## config.mk

```make
export PLATFORM = sky130hd
export DESIGN_NAME = bus_rr_arbiter
export DESIGN_NICKNAME = d
export VERILOG_FILES = /design/src/rtl/bus_rr_arbiter_pkg.sv /design/src/rtl/bus_rr_arbiter_rr_pick.sv /design/src/rtl/bus_rr_arbiter.sv
export SDC_FILE = /design/constraint.sdc
export NUM_CORES = 1
export LEC_CHECK = 0
export ABC_AREA = 1
export CAP_MARGIN = 25
export CORE_ASPECT_RATIO = 1.5
export CORE_MARGIN = 8
export CORE_UTILIZATION = 50
export CTS_CLUSTER_DIAMETER = 80
export DETAILED_ROUTE_END_ITERATION = 10
export MAX_ROUTING_LAYER = met4
export PLACE_DENSITY = 0.73
export SLEW_MARGIN = 20
export SYNTH_ARGS = -nofsm -noshare
export SYNTH_HDL_FRONTEND = slang
export SYNTH_SLANG_ARGS = --single-unit
```

## constraint.sdc

```tcl
create_clock -name clk -period 4.25 [get_ports clk]
set_clock_uncertainty 0.15 [all_clocks]
set_input_delay 0.6375 -clock clk [delete_from_list [all_inputs] [get_ports clk]]
set_output_delay 0.6375 -clock clk [all_outputs]
set_load 0.02 [all_outputs]
```

## src/rtl/bus_rr_arbiter_pkg.sv

```systemverilog
// Shared bus arbiter definitions: master count, owner index type,
// master indices, arbiter state encoding and active-low levels.
package bus_rr_arbiter_pkg;

    localparam int BUS_MASTER_CH = 4;
    localparam int BUS_OWNER_W   = 2;

    typedef logic [BUS_OWNER_W-1:0] busOwner_t;

    localparam busOwner_t BUS_MASTER_0 = 2'd0;
    localparam busOwner_t BUS_MASTER_1 = 2'd1;
    localparam busOwner_t BUS_MASTER_2 = 2'd2;
    localparam busOwner_t BUS_MASTER_3 = 2'd3;

    localparam logic ENABLE_  = 1'b0;
    localparam logic DISABLE_ = 1'b1;

    typedef enum logic {
        ARB_IDLE  = 1'b0,
        ARB_OWNED = 1'b1
    } arbState_t;

    function automatic logic [BUS_MASTER_CH-1:0] ownerOneHot(
        input busOwner_t idx
    );
        logic [BUS_MASTER_CH-1:0] oh;
        oh      = '0;
        oh[idx] = 1'b1;
        return oh;
    endfunction

endpackage

```

## src/rtl/bus_rr_arbiter_rr_pick.sv

```systemverilog
// Combinational 4-way round-robin picker.
// Ports: req (active-high requests), last (previous winner) -> winner, anyReq.
module bus_rr_arbiter_rr_pick
    import bus_rr_arbiter_pkg::*;
(
    input  logic [BUS_MASTER_CH-1:0] req,
    input  logic [BUS_OWNER_W-1:0]   last,
    output logic [BUS_OWNER_W-1:0]   winner,
    output logic                     anyReq
);

    logic [BUS_OWNER_W-1:0] idx;
    logic                   found;

    // Scan last+1 .. last+4; last itself is checked only at the very end.
    always_comb begin
        winner = last;
        found  = 1'b0;
        idx    = last;
        for (int i = 1; i <= BUS_MASTER_CH; i++) begin
            idx = last + BUS_OWNER_W'(i);
            if (!found && req[idx]) begin
                winner = idx;
                found  = 1'b1;
            end
        end
    end

    assign anyReq = |req;

endmodule

```

## src/rtl/bus_rr_arbiter.sv

```systemverilog
// Round-robin bus arbiter with tenure limit and slave-ready watchdog.
// Ports: clk, reset_, m0..3Req_/m0..3Grnt_, sAs_, sRdy_, owner, ownerVld, toRdy_, busErr, errOwner.
module bus_rr_arbiter
    import bus_rr_arbiter_pkg::*;
#(
    parameter int TENURE_MAX = 16,
    parameter int WAIT_MAX   = 32,
    parameter int TEN_W      = 5,
    parameter int WAIT_W     = 6
) (
    input  logic       clk,
    input  logic       reset_,
    input  logic       m0Req_,
    input  logic       m1Req_,
    input  logic       m2Req_,
    input  logic       m3Req_,
    output logic       m0Grnt_,
    output logic       m1Grnt_,
    output logic       m2Grnt_,
    output logic       m3Grnt_,
    input  logic       sAs_,
    input  logic       sRdy_,
    output logic [1:0] owner,
    output logic       ownerVld,
    output logic       toRdy_,
    output logic       busErr,
    output logic [1:0] errOwner
);

    localparam logic [TEN_W-1:0]  TEN_MAX_C = TEN_W'(TENURE_MAX);
    localparam logic [WAIT_W-1:0] WAIT_LAST = WAIT_W'(WAIT_MAX - 1);

    logic [BUS_MASTER_CH-1:0] req;
    logic [BUS_MASTER_CH-1:0] grntQ, grntD;
    arbState_t                stateQ, stateD;
    busOwner_t                ownerQ, ownerD;
    busOwner_t                lastQ, lastD;
    logic [TEN_W-1:0]         tenQ, tenD;
    busOwner_t                pickW;
    logic                     pickAny;
    logic                     othersReq;
    logic                     handOff;

    logic [WAIT_W-1:0]        wdQ;
    logic                     toRdyQ;
    logic                     busErrQ;
    busOwner_t                errOwnerQ;
    logic                     hung;
    logic                     fire;

    assign req = ~{m3Req_, m2Req_, m1Req_, m0Req_};

    bus_rr_arbiter_rr_pick uPick (
        .req    (req),
        .last   (lastQ),
        .winner (pickW),
        .anyReq (pickAny)
    );

    assign othersReq = |(req & ~ownerOneHot(ownerQ));

    always_comb begin
        stateD  = stateQ;
        ownerD  = ownerQ;
        lastD   = lastQ;
        tenD    = tenQ;
        grntD   = grntQ;
        handOff = 1'b0;
        unique case (stateQ)
            ARB_IDLE: handOff = pickAny;
            ARB_OWNED: begin
                if (!req[ownerQ]) begin
                    handOff = pickAny;
                    if (!pickAny) begin
                        stateD = ARB_IDLE;
                        grntD  = {BUS_MASTER_CH{DISABLE_}};
                    end
                end else if (tenQ == TEN_MAX_C && othersReq
                             && sAs_ == DISABLE_) begin
                    // Tenure spent, others waiting, no open transfer.
                    handOff = 1'b1;
                end else if (tenQ != TEN_MAX_C) begin
                    tenD = tenQ + 1'b1;
                end
            end
            default: ;
        endcase
        if (handOff) begin
            stateD = ARB_OWNED;
            ownerD = pickW;
            lastD  = pickW;
            tenD   = '0;
            grntD  = ~ownerOneHot(pickW);
        end
    end

    always_ff @(posedge clk or negedge reset_) begin
        if (!reset_) begin
            stateQ <= ARB_IDLE;
            ownerQ <= BUS_MASTER_0;
            lastQ  <= BUS_MASTER_3;
            tenQ   <= '0;
            grntQ  <= {BUS_MASTER_CH{DISABLE_}};
        end else begin
            stateQ <= stateD;
            ownerQ <= ownerD;
            lastQ  <= lastD;
            tenQ   <= tenD;
            grntQ  <= grntD;
        end
    end

    // A slave asserting ready on the final count wins over the timeout.
    assign hung = (sAs_ == ENABLE_) && (sRdy_ == DISABLE_);
    assign fire = hung && (wdQ == WAIT_LAST);

    always_ff @(posedge clk or negedge reset_) begin
        if (!reset_) begin
            wdQ       <= '0;
            toRdyQ    <= DISABLE_;
            busErrQ   <= 1'b0;
            errOwnerQ <= BUS_MASTER_0;
        end else begin
            toRdyQ <= fire ? ENABLE_ : DISABLE_;
            if (hung && !fire) begin
                wdQ <= wdQ + 1'b1;
            end else begin
                wdQ <= '0;
            end
            if (fire) begin
                busErrQ   <= 1'b1;
                errOwnerQ <= ownerQ;
            end else if (busErrQ && !req[errOwnerQ]) begin
                busErrQ <= 1'b0;
            end
        end
    end

    assign m0Grnt_  = grntQ[0];
    assign m1Grnt_  = grntQ[1];
    assign m2Grnt_  = grntQ[2];
    assign m3Grnt_  = grntQ[3];
    assign owner    = ownerQ;
    assign ownerVld = (stateQ == ARB_OWNED);
    assign toRdy_   = toRdyQ;
    assign busErr   = busErrQ;
    assign errOwner = errOwnerQ;

endmodule

```

* Yosys cells after proc, flatten, opt, wreduce, memory -nomap -nowiden *
Index checks and enable logic that the tools add are counted.

cells by class
  $add $sub $neg = 5
  magnitude comparators = 9
  equality and inequality tests = 6
  muxes and demuxes = 43
  bitwise gates (word level) = 6
  reduce and logical (&&, ||, !) cells = 24

operators with widths
  operator               number
  $mux W5                5
  $lt A2 B3 Y1 const B   7
  $mux W1                20
  $mux W4                4
  $bmux W1 S2            6
  $not A4 Y4             3
  $logic_and A1 B1 Y1    11
  $mux W2                4
  $reduce_bool A2 Y1     4
  $reduce_or A4 Y1       2
  $add A6 B1 Y6 const B  1
  $eq A6 B5 Y1 const B   1
  $mux W6                1
  $add A5 B1 Y5 const B  1
  $eq A5 B5 Y1 const B   1
  $logic_not A1 Y1       5
  $ne A5 B5 Y1 const B   1
  $add A2 B2 Y2 const B  2
  $and A4 B4 Y4          1
  $demux W1 S2           2
  $ge A2 B1 Y1 const B   2
  $ne A2 B2 Y1 const B   2
  $reduce_and A4 Y1      1
  $reduce_and A3 Y1      1
  4 further kinds        5

word-level totals
  flip-flop bits (word level) = 24
  output and inout port bits = 11

* Logic depth before layout (Yosys ltp) *
Gate-level depths: netlist of run 1.

  depth in word-level cells = 19
  mapped depth = 15

* By module *
A second synthesis of run 1 with hierarchy kept.

unflattened totals
  cells, all modules = 214
  area, all modules = 1,601.5 sq um

modules (own cells, without submodules)
  module                  instances  cells each  area an instance (sq um)  sequential area each (sq um)
  bus_rr_arbiter          1          170         1,347.5                   609.3
  bus_rr_arbiter_rr_pick  1          44          254.0                     0.0

* Worst setup path after synthesis of run 1 *
OpenSTA, ideal clock, no wires.

  path kind = reg-to-reg
  from = register lastQ[0]
  to = register grntQ[2]
  library setup time = 0.072 ns
  arrival = 1.470 ns
  setup slack = 2.558 ns
  stages on the path, launching flop included = 16
  buffers on the path = 2
  path through = dfstp_2 -> buf_6 -> inv_4 -> buf_12 -> nand2_2 -> nand2_4 -> nand2_4 -> nand2_4 -> nand2_2 -> nand2_1 -> nand2_1 -> nand2_2 -> nor2_2 -> nand3_1 -> nand2_1 -> inv_1

on the way
  cells in the longest elaborated chain, start to end = 19
  elaborated cells on any way between the ends = 31
  those cells by class = add/sub: 3; order compare: 2; mux: 18; bitwise: 1; reduce/logical: 7

ends and longest elaborated chain
  element                                                                    RTL line                      text
  start, declared                                                            bus_rr_arbiter.sv:37          busOwner_t lastQ, lastD;
  start signal, assigned                                                     bus_rr_arbiter.sv:107         lastQ <= lastD;
  $add A2 B1 Y2                                                              bus_rr_arbiter_rr_pick.sv:21  idx = last + BUS_OWNER_W'(i);
  $bmux W1 S2                                                                bus_rr_arbiter_rr_pick.sv:22  if (!found && req[idx]) begin
  $mux W1 (not written as such)                                              bus_rr_arbiter_rr_pick.sv:22
  $mux W1                                                                    bus_rr_arbiter_rr_pick.sv:22
  $logic_not A1 Y1                                                           bus_rr_arbiter_rr_pick.sv:22
  $logic_and A1 B1 Y1                                                        bus_rr_arbiter_rr_pick.sv:22
  $mux W1                                                                    bus_rr_arbiter_rr_pick.sv:22
  $logic_not A1 Y1                                                           bus_rr_arbiter_rr_pick.sv:22
  (+3 left out)                                                              -
  $logic_and A1 B1 Y1                                                        bus_rr_arbiter_rr_pick.sv:22
  $mux W2 (*)                                                                bus_rr_arbiter_rr_pick.sv:22
  $lt A2 B3 Y1 (not written as such) / $ge A2 B1 Y1 (equally long branches)  bus_rr_arbiter_pkg.sv:28      oh[idx] = 1'b1;
  $logic_and A1 B1 Y1 (not written as such)                                  bus_rr_arbiter_pkg.sv:28
  $mux W1 (not written as such)                                              bus_rr_arbiter_pkg.sv:28
  $demux W1 S2 (*)                                                           bus_rr_arbiter_pkg.sv:28
  $not A4 Y4 (*)                                                             bus_rr_arbiter.sv:93          grntD = ~ownerOneHot(pickW);
  $mux W4 (*)                                                                bus_rr_arbiter.sv:88          if (handOff) begin
  end signal, assigned                                                       bus_rr_arbiter.sv:103         grntQ <= {BUS_MASTER_CH{DISABLE_}};
  end signal, assigned                                                       bus_rr_arbiter.sv:109         grntQ <= grntD;
  end, declared                                                              bus_rr_arbiter.sv:34          logic [BUS_MASTER_CH-1:0] grntQ, grntD;

Every way passes the cells marked *; elsewhere a longest branch is shown, timed or not. The select of a mux whose other input is x is not followed.
A chain may end at the register's enable or synchronous reset.

* Final worst setup path of run 1 *
  from = register ownerQ[0], in the netlist owner[0]
  to = output owner[0]

RTL lines
  element                 RTL line               text
  start, declared         bus_rr_arbiter.sv:36   busOwner_t ownerQ, ownerD;
  start signal, assigned  bus_rr_arbiter.sv:106  ownerQ <= ownerD;
  end, declared           bus_rr_arbiter.sv:23   output logic [1:0] owner,

No word-level cell between the ends.

==> metrics.log, run 1 <==
[metrics] wire length of the first global-routing pass: around 5300 um
[metrics] Buf/Inv on CP: 1
[metrics] routed via count divided by cell count: 5.19
[metrics] worst stage delay on the critical path: between 600 and 700 ps
[metrics] Diodes inserted: 0
[metrics] DRC violation count after routing: 0
[metrics] RSZ-0062 raised after global routing: no
[metrics] number of buffers inserted by hold repair at cts: 0
[metrics] residual overflow from global routing: 0
[metrics] Max Clock Freq: approximately 450 MHz
[metrics] total clock sinks: 24
[metrics] cells along the critical path: clkdlybuf4s50_1
[metrics] portion of netlist area occupied by mux cells: 0%
[metrics] logic depth of the worst path, buffers included: 1
[metrics] fraction of the yosys area taken by sequential cells: 40.4%
[metrics] xor/xnor share of the synthesized area: 1.16%
[metrics] number of buffers added by the clock tree synthesis step: 3
[metrics] number of levels the H-tree was split into: 1
[metrics] port bufs: 18
[metrics] clock latency at the later pin of the worst-skew pair: approximately 270 ps
[metrics] critical path start-end classification: reg2out
[metrics] ratio of cells with drive above 1 in the final layout: a little over a fifth
[metrics] starting density of the core: between 50% and 60%
[metrics] root buffer cell: clkbuf_8
[metrics] total negative slack for setup checks: 0 ps
[metrics] maximum fanout encountered on the critical timing path: 9
[metrics] total die area: ~5100 um^2
[metrics] site row count: 24
[metrics] GP Congestion: about 0.85
[metrics] startpoint of the most critical register-to-register path: lastQ[0]$_DFFE_PN1P_
[metrics] worst-case register-to-register setup slack: approximately 2400 ps
[metrics] Top delay family on crit path: buffers and inverters
[metrics] kind of start point of the critical path: register
[metrics] Die Span X: approximately 61 um
[metrics] Final Hold Violating Endpoints: 0
[metrics] dominant combinational cell family by area after synthesis: simple AND/OR/NAND/NOR gates
[metrics] Lkg Pwr: 0.000839 uW
[metrics] Worst path slowest cell: clkdlybuf4s50_1
[metrics] Detailed Place HPWL: 2610 um
[metrics] fin nets: ~230
[metrics] transition time at the pin with the least slew margin: 521 ps
[metrics] total nets after synthesis: a little over 200
[metrics] classification of the worst-slack hold path: in2async
[metrics] clock period minus final worst setup slack: between 2000 and 2500 ps
[metrics] adder and majority cell fraction of the synthesized area: between 2 and 2.5%
[metrics] DR WL/cell: about 13 um
[metrics] number of iterations in the first detailed-routing pass: 5
[metrics] kind of end point of the critical path: output port
[metrics] initial antenna violation count: 0
[metrics] count of unique library cells instantiated by Yosys: 26
[metrics] Detailed Route WL: between 3000 and 4000 um
[metrics] Tcrit/Tclk final: about 52%
[metrics] flops & latches, synth: 24
[metrics] Ys Warns: 0
[metrics] max-slew violation count: 0
[metrics] run status: completed
[metrics] Max Cap Violations: 0
[metrics] via count of the first global-routing pass: around 1,300
[metrics] CTS clock-pin slew for the worst setup and hold paths: 80 ps
[metrics] Finished Layout Cells: approximately 250
[metrics] IR drop worst, VDD: between 0.4 and 0.5 mV
[metrics] count of routing violations after the opening detailed-route iteration: 27
[metrics] relative slew slack: about two thirds
[metrics] post-placement worst setup slack: ~1800 ps
[metrics] power per unit of standard cell area: around 630 nW/um^2
[metrics] cells after synthesis: ~190
[metrics] total routing resource utilization after global routing: 13.6%
[metrics] Post-CTS Setup Repair Bufs: 0
[metrics] Antenna Violating Nets Remaining: 0
[metrics] maximum number of pins on one net before global-route repair: 25
[metrics] data arrival at the endpoint of the critical path: roughly 1400 ps
[metrics] Clock Tree Buf Depth: 2
[metrics] Layout area overhead: 16.4%
[metrics] IO Count: 19
[metrics] final critical-path setup slack: just over 2000 ps
[metrics] Chip Height: ~83 um
[metrics] Placed Instances: roughly 250
[metrics] total vias in the final route: 1,314
[metrics] final count of negative-setup-slack endpoints: 0
[metrics] netlist area before placement: roughly 1500 um^2
[metrics] Post-Synthesis Mean Instance Area: 7.78 um^2
[metrics] Post-CTS Resized: 0
[metrics] post-synthesis share of cell area spent on and, or, nand and nor gates: 36.2%
[metrics] cell depth of the worst flop-to-flop path: 13
[metrics] Core Area: slightly below 3000 um^2
[metrics] share of the synthesized area in compound gates (AO/OA/AOI/OAI): a little over a tenth
[metrics] CP required: about 3500 ps
[metrics] endpoint of the worst register-to-register path: grntQ[2]$_DFFE_PN1P_
[metrics] clock tree from TritonCTS: yes
## layout make-up
cell class / instances / area, um^2
Tap cell: 39 / 48.8
Sequential cell: 24 / 609
Multi-Input combinational cell: 140 / 761
Clock buffer: 4 / 55.1
Fill cell: 268 / 1130
Timing Repair Buffer: 18 / 175
Inverter: 28 / 108
## cells by family after synthesis
family / count (synthesis)
AND/OR/NAND/NOR: 107
buffers and inverters: 30
AO/OA/AOI/OAI: 28
flip-flops: 24
adder cells (fa/ha/maj): 3
XOR/XNOR: 2
## synthesized netlist by cell type (all sizes together)
| cell | n | share of area, % |
|---|---|---|
| nand2 | 67 | 23 |
| inv | 28 | 7.1 |
| o21ai | 21 | 7.5 |
| nor2 | 19 | 4.9 |
| dfrtp | 17 | 28 |
| nand3 | 12 | 5.0 |
| dfstp | 7 | 12 |
| nand4 | 5 | 2.1 |
| a21oi | 4 | 1.6 |
| ha | 3 | 2.5 |
| nor3 | 3 | 0.99 |
| buf | 2 | 2.1 |
| o211ai | 2 | 0.99 |
| xor2 | 2 | 1.2 |
| nor3b | 1 | 0.50 |
| o31ai | 1 | 0.50 |
## metal layers
metal / global-route usage [%] / vias up / part of all wire (%)
li1: - / 655 / -
met1: 12.7 / 630 / 37
met2: 25.0 / 22 / 59
met3: 1.23 / 7 / 2.3
met4: 7.25 / 0 / 2.2
met5: - / - / 0
## where the power goes
part | switching [uW] | total, uW | leakage (uW) | internal [uW]
registers | 53.8 | 349 | 0.000299 | 295
clock network | 70.3 | 153 | 0.0000288 | 82.7
logic | 396 | 609 | 0.000512 | 213
total | 520 | 1110 | 0.000839 | 591
## cells in the final DEF (no fill, tap or decap)
cell type and instances:
nand2_1 48, dfrtp_1 17, clkbuf_8 4, ha_1 3, o211ai_1 2, o31ai_1 1, nor2_1 18, nor3b_1 1
inv_2 6, o21ai_2 2, nor2_2 1, nand2_2 10, a21oi_2 1, o21ai_1 7, clkdlybuf4s50_1 17, inv_4 1
nand3_1 9, nor3_1 3, nand4_1 5, o21ai_0 12, a21oi_1 3, inv_1 21, dfstp_2 7, buf_2 1
nand2_4 9, nand3_2 3, xor2_1 2
## worst max-delay path by stage
stage                           end  slack [ps]            startpoint
2_1_floorplan  grntQ[2]$_DFFE_PN1P_        2560  lastQ[0]$_DFFE_PN1P_
3_3_place_gp   grntQ[1]$_DFFE_PN1P_        1870                m0Req_
3_5_place_dp   grntQ[2]$_DFFE_PN1P_        1830                m0Req_
4_1_cts                    owner[0]        2030  owner[0]$_DFFE_PN0P_
5_1_grt         tenQ[3]$_DFFE_PN0P_        1940                m1Req_
6_report                   owner[0]        2040  owner[0]$_DFFE_PN0P_
## sequential cells by signal (all words and copies together), names as in the netlist
name,flops
busErr,1
errOwner,2
grntQ,4
lastQ,2
owner,2
ownerVld,1
tenQ,5
toRdy_,1
wdQ,6
## stage by stage
step	utilization (%)	cell area [um^2]	power, uW	hold WS, ps
finish	60.9	1760	1110	184
global route	60.9	1760	1200	234
global placement	59.2	1710	932	299
CTS	61.1	1760	1120	326
floorplan	-	1510	832	192
detailed placement	59.2	1710	962	315
Note: power is estimated with default switching activity, not from simulation.
==> inputs of run 2 (changes only) <==
==> constraint.sdc (replaced) <==
create_clock -name clk -period 2.1 [get_ports clk]
set_clock_uncertainty 0.15 [all_clocks]
set_input_delay 0.315 -clock clk [delete_from_list [all_inputs] [get_ports clk]]
set_output_delay 0.315 -clock clk [all_outputs]
set_load 0.02 [all_outputs]
==> metrics.log, run 2 (synthesis gave the netlist of run 1 again) <==
[metrics] run status: completed
[metrics] Worst path slowest cell: clkdlybuf4s50_1
[metrics] kind of end point of the critical path: output port
[metrics] starting density of the core: around 52%
[metrics] maximum fanout encountered on the critical timing path: 9
[metrics] Post-CTS Resized: 0
[metrics] classification of the worst-slack hold path: in2async
[metrics] number of iterations in the first detailed-routing pass: 4
[metrics] max-slew violation count: 0
[metrics] Detailed Place HPWL: approximately 2600 um
[metrics] IR drop worst, VDD: 0.753 mV
[metrics] IO Count: 19
[metrics] Max Cap Violations: 0
[metrics] DR WL/cell: about 13 um
[metrics] site row count: 24
[metrics] Diodes inserted: 0
[metrics] residual overflow from global routing: 0
[metrics] Max Clock Freq: between 500 and 600 MHz
[metrics] maximum number of pins on one net before global-route repair: 25
[metrics] CTS clock-pin slew for the worst setup and hold paths: around 80 ps
[metrics] Post-CTS Setup Repair Bufs: 0
[metrics] Final Hold Violating Endpoints: 0
[metrics] Tcrit/Tclk final: between 80% and 90%
[metrics] number of flip-flops in the largest register: 6
[metrics] Most flops, register: wdQ
[metrics] clock latency at the later pin of the worst-skew pair: between 200 and 300 ps
[metrics] via count of the first global-routing pass: roughly 1,300
[metrics] leading cell types in the layout, fill and taps excluded: nand2_1 (48), inv_1 (21), nor2_1 (18), clkdlybuf4s50_1 (18), dfrtp_1 (17)
[metrics] count of routing violations after the opening detailed-route iteration: between 40 and 50
[metrics] Regs by FF count: wdQ: 6 flops, tenQ: 5 flops, grntQ: 4 flops
[metrics] root buffer cell: clkbuf_8
[metrics] Detailed Route WL: 3220 um
[metrics] clock tree from TritonCTS: yes
[metrics] DRC violation count after routing: 0
[metrics] Core Area: about 2900 um^2
[metrics] Filler Cell Count: about 290
[metrics] RSZ-0062 raised after global routing: no
[metrics] transition time at the pin with the least slew margin: 421 ps
[metrics] data arrival at the endpoint of the critical path: ~1400 ps
[metrics] final count of negative-setup-slack endpoints: 0
[metrics] final core utilization: around 62%
[metrics] worst stage delay on the critical path: roughly 660 ps
[metrics] kind of start point of the critical path: register
[metrics] number of buffers inserted by hold repair at cts: 0
[metrics] total vias in the final route: 1,306
[metrics] Top delay family on crit path: buffers and inverters
[metrics] cells along the critical path: clkdlybuf4s50_1
[metrics] critical path start-end classification: reg2out
[metrics] power per unit of standard cell area: between 1000 and 1500 nW/um^2
[metrics] leading cell type in the layout, fill and taps excluded: nand2_1
[metrics] Layout area overhead: 17.6%
[metrics] initial antenna violation count: 0
[metrics] Clock Tree Buf Depth: 2
[metrics] total die area: roughly 5000 um^2
[metrics] relative slew slack: a little under three quarters
[metrics] total negative slack for setup checks: 0 ps
[metrics] fin nets: 229
[metrics] Lkg Pwr: about 0.00085 uW
[metrics] Antenna Violating Nets Remaining: 0
[metrics] total routing resource utilization after global routing: ~14%
[metrics] GP Congestion: 0.897
[metrics] Die Span X: a little over 60 um
[metrics] Chip Height: between 80 and 90 um
[metrics] total clock sinks: 24
[metrics] routed via count divided by cell count: about 5.1
[metrics] number of levels the H-tree was split into: 1
[metrics] port bufs: 18
[metrics] ratio of cells with drive above 1 in the final layout: approximately a fifth
[metrics] CP required: around 1600 ps
[metrics] Buf/Inv on CP: 1
[metrics] clock period minus final worst setup slack: 1880 ps
[metrics] wire length of the first global-routing pass: around 5600 um
[metrics] number of buffers added by the clock tree synthesis step: 3
-- run 2: cell types whose count changed in the layout (fill, tap and decap cells not counted), sizes merged --
cell	delta
buf	+2
clkdlybuf4s50	+1
-- run 2: worst paths after layout --
path	start	to	slack, ps	cells past startpoint
max in group asynchronous	reset_	lastQ[0]$_DFFE_PN1P_	1260	2
setup reg to reg	tenQ[0]$_DFFE_PN0P_	grntQ[1]$_DFFE_PN1P_	240	9
setup / recovery	owner[0]$_DFFE_PN0P_	owner[0]	220	1
min in group clk	wdQ[0]$_DFF_PN0_	wdQ[0]$_DFF_PN0_	310	1
hold reg to reg	wdQ[0]$_DFF_PN0_	wdQ[0]$_DFF_PN0_	310	1
hold / removal	reset_	wdQ[3]$_DFF_PN0_	250	2
-- run 2: worst register-to-register path: cells and delay by family, from the launching register on --
family,cells,cell delay (ps)
and+or+nand+nor,5,590
DFF,1,400
AOI/OAI and AO/OA,2,360
buffers and inverters,1,130
adders and majority gates,1,160
-- run 2: area by class of cell --
class                           instances  area [um^2]  share of cell area (%)
Clock buffer                            4         45.0                    2.54
Timing Repair Buffer                   21          203                    11.4
Tap cell                               39         48.8                    2.75
Sequential cell                        24          609                    34.3
Inverter                               28          108                    6.06
Multi-Input combinational cell        140          761                    42.9
-- run 2: report_power, final --
| part | internal (uW) | leakage, uW | switching [uW] |
|---|---|---|---|
| combinational | 434 | 0.000525 | 783 |
| sequential | 598 | 0.000299 | 112 |
| clock | 135 | 0.0000228 | 137 |
| total | 1170 | 0.000847 | 1030 |
-- run 2: layer usage --
metal / wire length (um) / up-vias / track usage, %
met3: 76 / 6 / 1.54
met1: 1240 / 620 / 13.9
met2: 1830 / 19 / 26.3
met4: 66 / 0 / 6.61
li1: - / 661 / -
met5: 0 / - / -
-- run 2: metrics by stage --
stage	cell area, um^2	total power (uW)	setup slack, ps	hold slack, ps	instances
2_1_floorplan	1510	1680	408	-131	194
3_3_place_gp	1730	1880	8.99	296	252
4_1_cts	1770	2210	220	259	256
5_1_grt	1770	2410	51.2	303	256
3_5_place_dp	1730	1940	3.24	303	252
6_report	1770	2200	218	254	256
==> inputs of run 3 (changes only) <==
--- a/config.mk
+++ b/config.mk
@@ -14,7 +14,9 @@
 export DETAILED_ROUTE_END_ITERATION = 10
 export MAX_ROUTING_LAYER = met4
 export PLACE_DENSITY = 0.73
+export SKIP_CTS_REPAIR_TIMING = 1
 export SLEW_MARGIN = 20
 export SYNTH_ARGS = -nofsm -noshare
 export SYNTH_HDL_FRONTEND = slang
+export SYNTH_HIERARCHICAL = 1
 export SYNTH_SLANG_ARGS = --single-unit
==> constraint.sdc (replaced) <==
create_clock -name clk -period 1.9 [get_ports clk]
set_clock_uncertainty 0.15 [all_clocks]
set_input_delay 0.285 -clock clk [delete_from_list [all_inputs] [get_ports clk]]
set_output_delay 0.285 -clock clk [all_outputs]
set_load 0.02 [all_outputs]
==> metrics.log, run 3 <==
[metrics] count of routing violations after the opening detailed-route iteration: 39
[metrics] post-placement worst setup slack: -319 ps
[metrics] total vias in the final route: approximately 1,500
[metrics] Antenna Violating Nets Remaining: 0
[metrics] Layout area overhead: 26.3%
[metrics] RSZ-0062 raised after global routing: yes
[metrics] Clock Tree Buf Depth: 2
[metrics] number of enable-type register cells in the synthesized netlist: 0
[metrics] area taken by multi-input logic gates: 872 um^2
[metrics] Lkg Pwr: 0.00103 uW
[metrics] Max Clock Freq: around 540 MHz
[metrics] fin nets: around 260
[metrics] maximum number of pins on one net before global-route repair: 25
[metrics] initial antenna violation count: 0
[metrics] Core Area: ~3100 um^2
[metrics] Chip Height: ~85 um
[metrics] Buf/Inv on CP: 1
[metrics] final critical-path setup slack: roughly 56 ps
[metrics] port bufs: 18
[metrics] Worst path slowest cell: clkdlybuf4s50_1
[metrics] share of flip-flops with an asynchronous set or reset after synthesis: 100%
[metrics] fraction of synthesized cell area taken by the top area cell type: about a quarter
[metrics] clock latency at the later pin of the worst-skew pair: ~270 ps
[metrics] number of buffers added by the clock tree synthesis step: 3
[metrics] Max Cap Violations: 0
[metrics] Regs by FF count: wdQ: 6 flops, tenQ: 5 flops, grntQ: 4 flops
[metrics] DR WL/cell: between 10 and 15 um
[metrics] final count of negative-setup-slack endpoints: 0
[metrics] clock tree from TritonCTS: yes
[metrics] wire length of the first global-routing pass: between 6000 and 7000 um
[metrics] count of unique library cells instantiated by Yosys: 27
[metrics] CP required: between 1000 and 1500 ps
[metrics] number of iterations in the first detailed-routing pass: 4
[metrics] Top delay family on crit path: buffers and inverters
[metrics] Ys Warns: 6
[metrics] worst stage delay on the critical path: roughly 600 ps
[metrics] leading cell types in the layout, fill and taps excluded: nand2_1 (56), inv_1 (22), nand2_2 (16)
[metrics] area of placed instances: 1910 um^2
[metrics] Post-Synthesis Mean Instance Area: 7.48 um^2
[metrics] ratio of cells with drive above 1 in the final layout: a little under 30%
[metrics] transition time at the pin with the least slew margin: about 430 ps
[metrics] netlist area before placement: ~1600 um^2
[metrics] relative slew slack: a little under three quarters
[metrics] library cell with the largest summed area after synthesis: dfrtp_1
[metrics] prevailing post-synth register cell: dfrtp_1
[metrics] clock period minus final worst setup slack: ~1800 ps
[metrics] flops & latches, synth: 24
[metrics] Die Span X: roughly 62 um
[metrics] starting density of the core: just over 50%
[metrics] leading cell type in the layout, fill and taps excluded: nand2_1
[metrics] GP Congestion: 0.823
[metrics] via count of the first global-routing pass: 1,411
[metrics] residual overflow from global routing: 0
[metrics] power per unit of standard cell area: around 1400 nW/um^2
[metrics] Most flops, register: wdQ
[metrics] area of all placed cells without fillers: 2020 um^2
[metrics] kind of end point of the critical path: output port
[metrics] number of flip-flops in the largest register: 6
[metrics] total die area: 5310 um^2
[metrics] most used standard cells in the synthesized netlist: nand2_1 (61), inv_1 (23), dfrtp_1 (17)
[metrics] CTS clock-pin slew for the worst setup and hold paths: approximately 80 ps
[metrics] Crit. Startpoint: grntQ[0]$_DFFE_PN1P_
[metrics] total negative slack for setup checks: 0 ps
[metrics] kind of start point of the critical path: register
[metrics] critical path start-end classification: reg2out
[metrics] Filler Cell Count: around 260
[metrics] startpoint of the most critical register-to-register path: lastQ[0]$_DFFE_PN1P_
[metrics] site row count: 25
[metrics] Register Area: approximately 610 um^2
[metrics] total nets after synthesis: ~230
[metrics] routed via count divided by cell count: 5.01
[metrics] fraction of the yosys area taken by sequential cells: between 30% and 40%
[metrics] cells along the critical path: clkdlybuf4s50_1
[metrics] count leader, synth: nand2_1
[metrics] Detailed Route WL: 3470 um
[metrics] total routing resource utilization after global routing: between 10 and 15%
[metrics] max-slew violation count: 0
[metrics] number of levels the H-tree was split into: 1
[metrics] classification of the worst-slack hold path: in2async
[metrics] Tcrit/Tclk final: between 90% and 100%
[metrics] IR drop worst, VDD: roughly 0.88 mV
[metrics] root buffer cell: clkbuf_8
[metrics] DRC violation count after routing: 0
[metrics] IO Count: 19
[metrics] total clock sinks: 24
[metrics] Final Hold Violating Endpoints: 0
[metrics] run status: completed
[metrics] Detailed Place HPWL: roughly 2600 um
[metrics] data arrival at the endpoint of the critical path: approximately 1400 ps
[metrics] cells after synthesis: ~210
[metrics] maximum fanout encountered on the critical timing path: 2
[metrics] Diodes inserted: 0
[metrics] cell types with the largest area share after synthesis: dfrtp_1 (27%), nand2_1 (14%), dfstp_2 (11%)
-- run 3: changes by cell type in the layout (fill, tap and decap cells not counted), sizes merged, moves of 2 or more --
cell           change
clkdlybuf4s50      -3
nand3              +7
o21ai             -14
nand2             +12
a21oi             +11
dlymetal6s2s       +3
buf               +13
inv                +2
-- run 3: cell type report --
cell class | instances | share of cell area (%)
tap | 40 | 2.47
multi-input combinational | 157 | 43.1
timing repair buffer | 34 | 15.8
inverter | 31 | 6.12
clock buffer | 4 | 2.23
sequential | 24 | 30.2
-- run 3: cell families after synthesis --
group           Yosys count  synth area share, %
buf+inv                  33                 9.14
flops                    24                 38.0
compound gates           24                 8.98
xor+xnor                  3                 1.64
fa+ha+maj                 3                 2.34
simple gates            127                 39.8
-- run 3: path summary, 6_finish.rpt --
path / to / cells after the start / slack, ps
hold reg to reg: wdQ[0]$_DFF_PN0_ / 1 / 320
setup reg to reg: grntQ[2]$_DFFE_PN1P_ / 12 / 70
hold / removal: wdQ[3]$_DFF_PN0_ / 2 / 220
setup / recovery: m0Grnt_ / 1 / 60
max in group asynchronous: lastQ[1]$_DFFE_PN1P_ / 2 / 1100
min in group clk: wdQ[0]$_DFF_PN0_ / 1 / 320
-- run 3: metal layers --
layer	up-vias	part of all wire, %	track usage, %
met3	5	1.3	1.71
li1	751	-	-
met5	-	0	-
met2	13	56	25.4
met1	684	41	15.1
met4	0	1.2	4.48
-- run 3: per-stage QoR --
step | util, % | instances | power, uW | hold WS [ps]
after CTS | 63.0 | 287 | 2730 | 222
after floorplan | - | 214 | 2050 | -161
final | 65.3 | 290 | 2860 | 216
after detailed placement | 61.6 | 283 | 2400 | 319
after global placement | 61.6 | 283 | 2380 | 306
after global routing | 65.3 | 290 | 3140 | 248
-- run 3: power by group --
part           switching (uW)  internal (uW)  total, uW
registers                 133            668        801
clock network             164            150        314
logic                    1060            683       1740
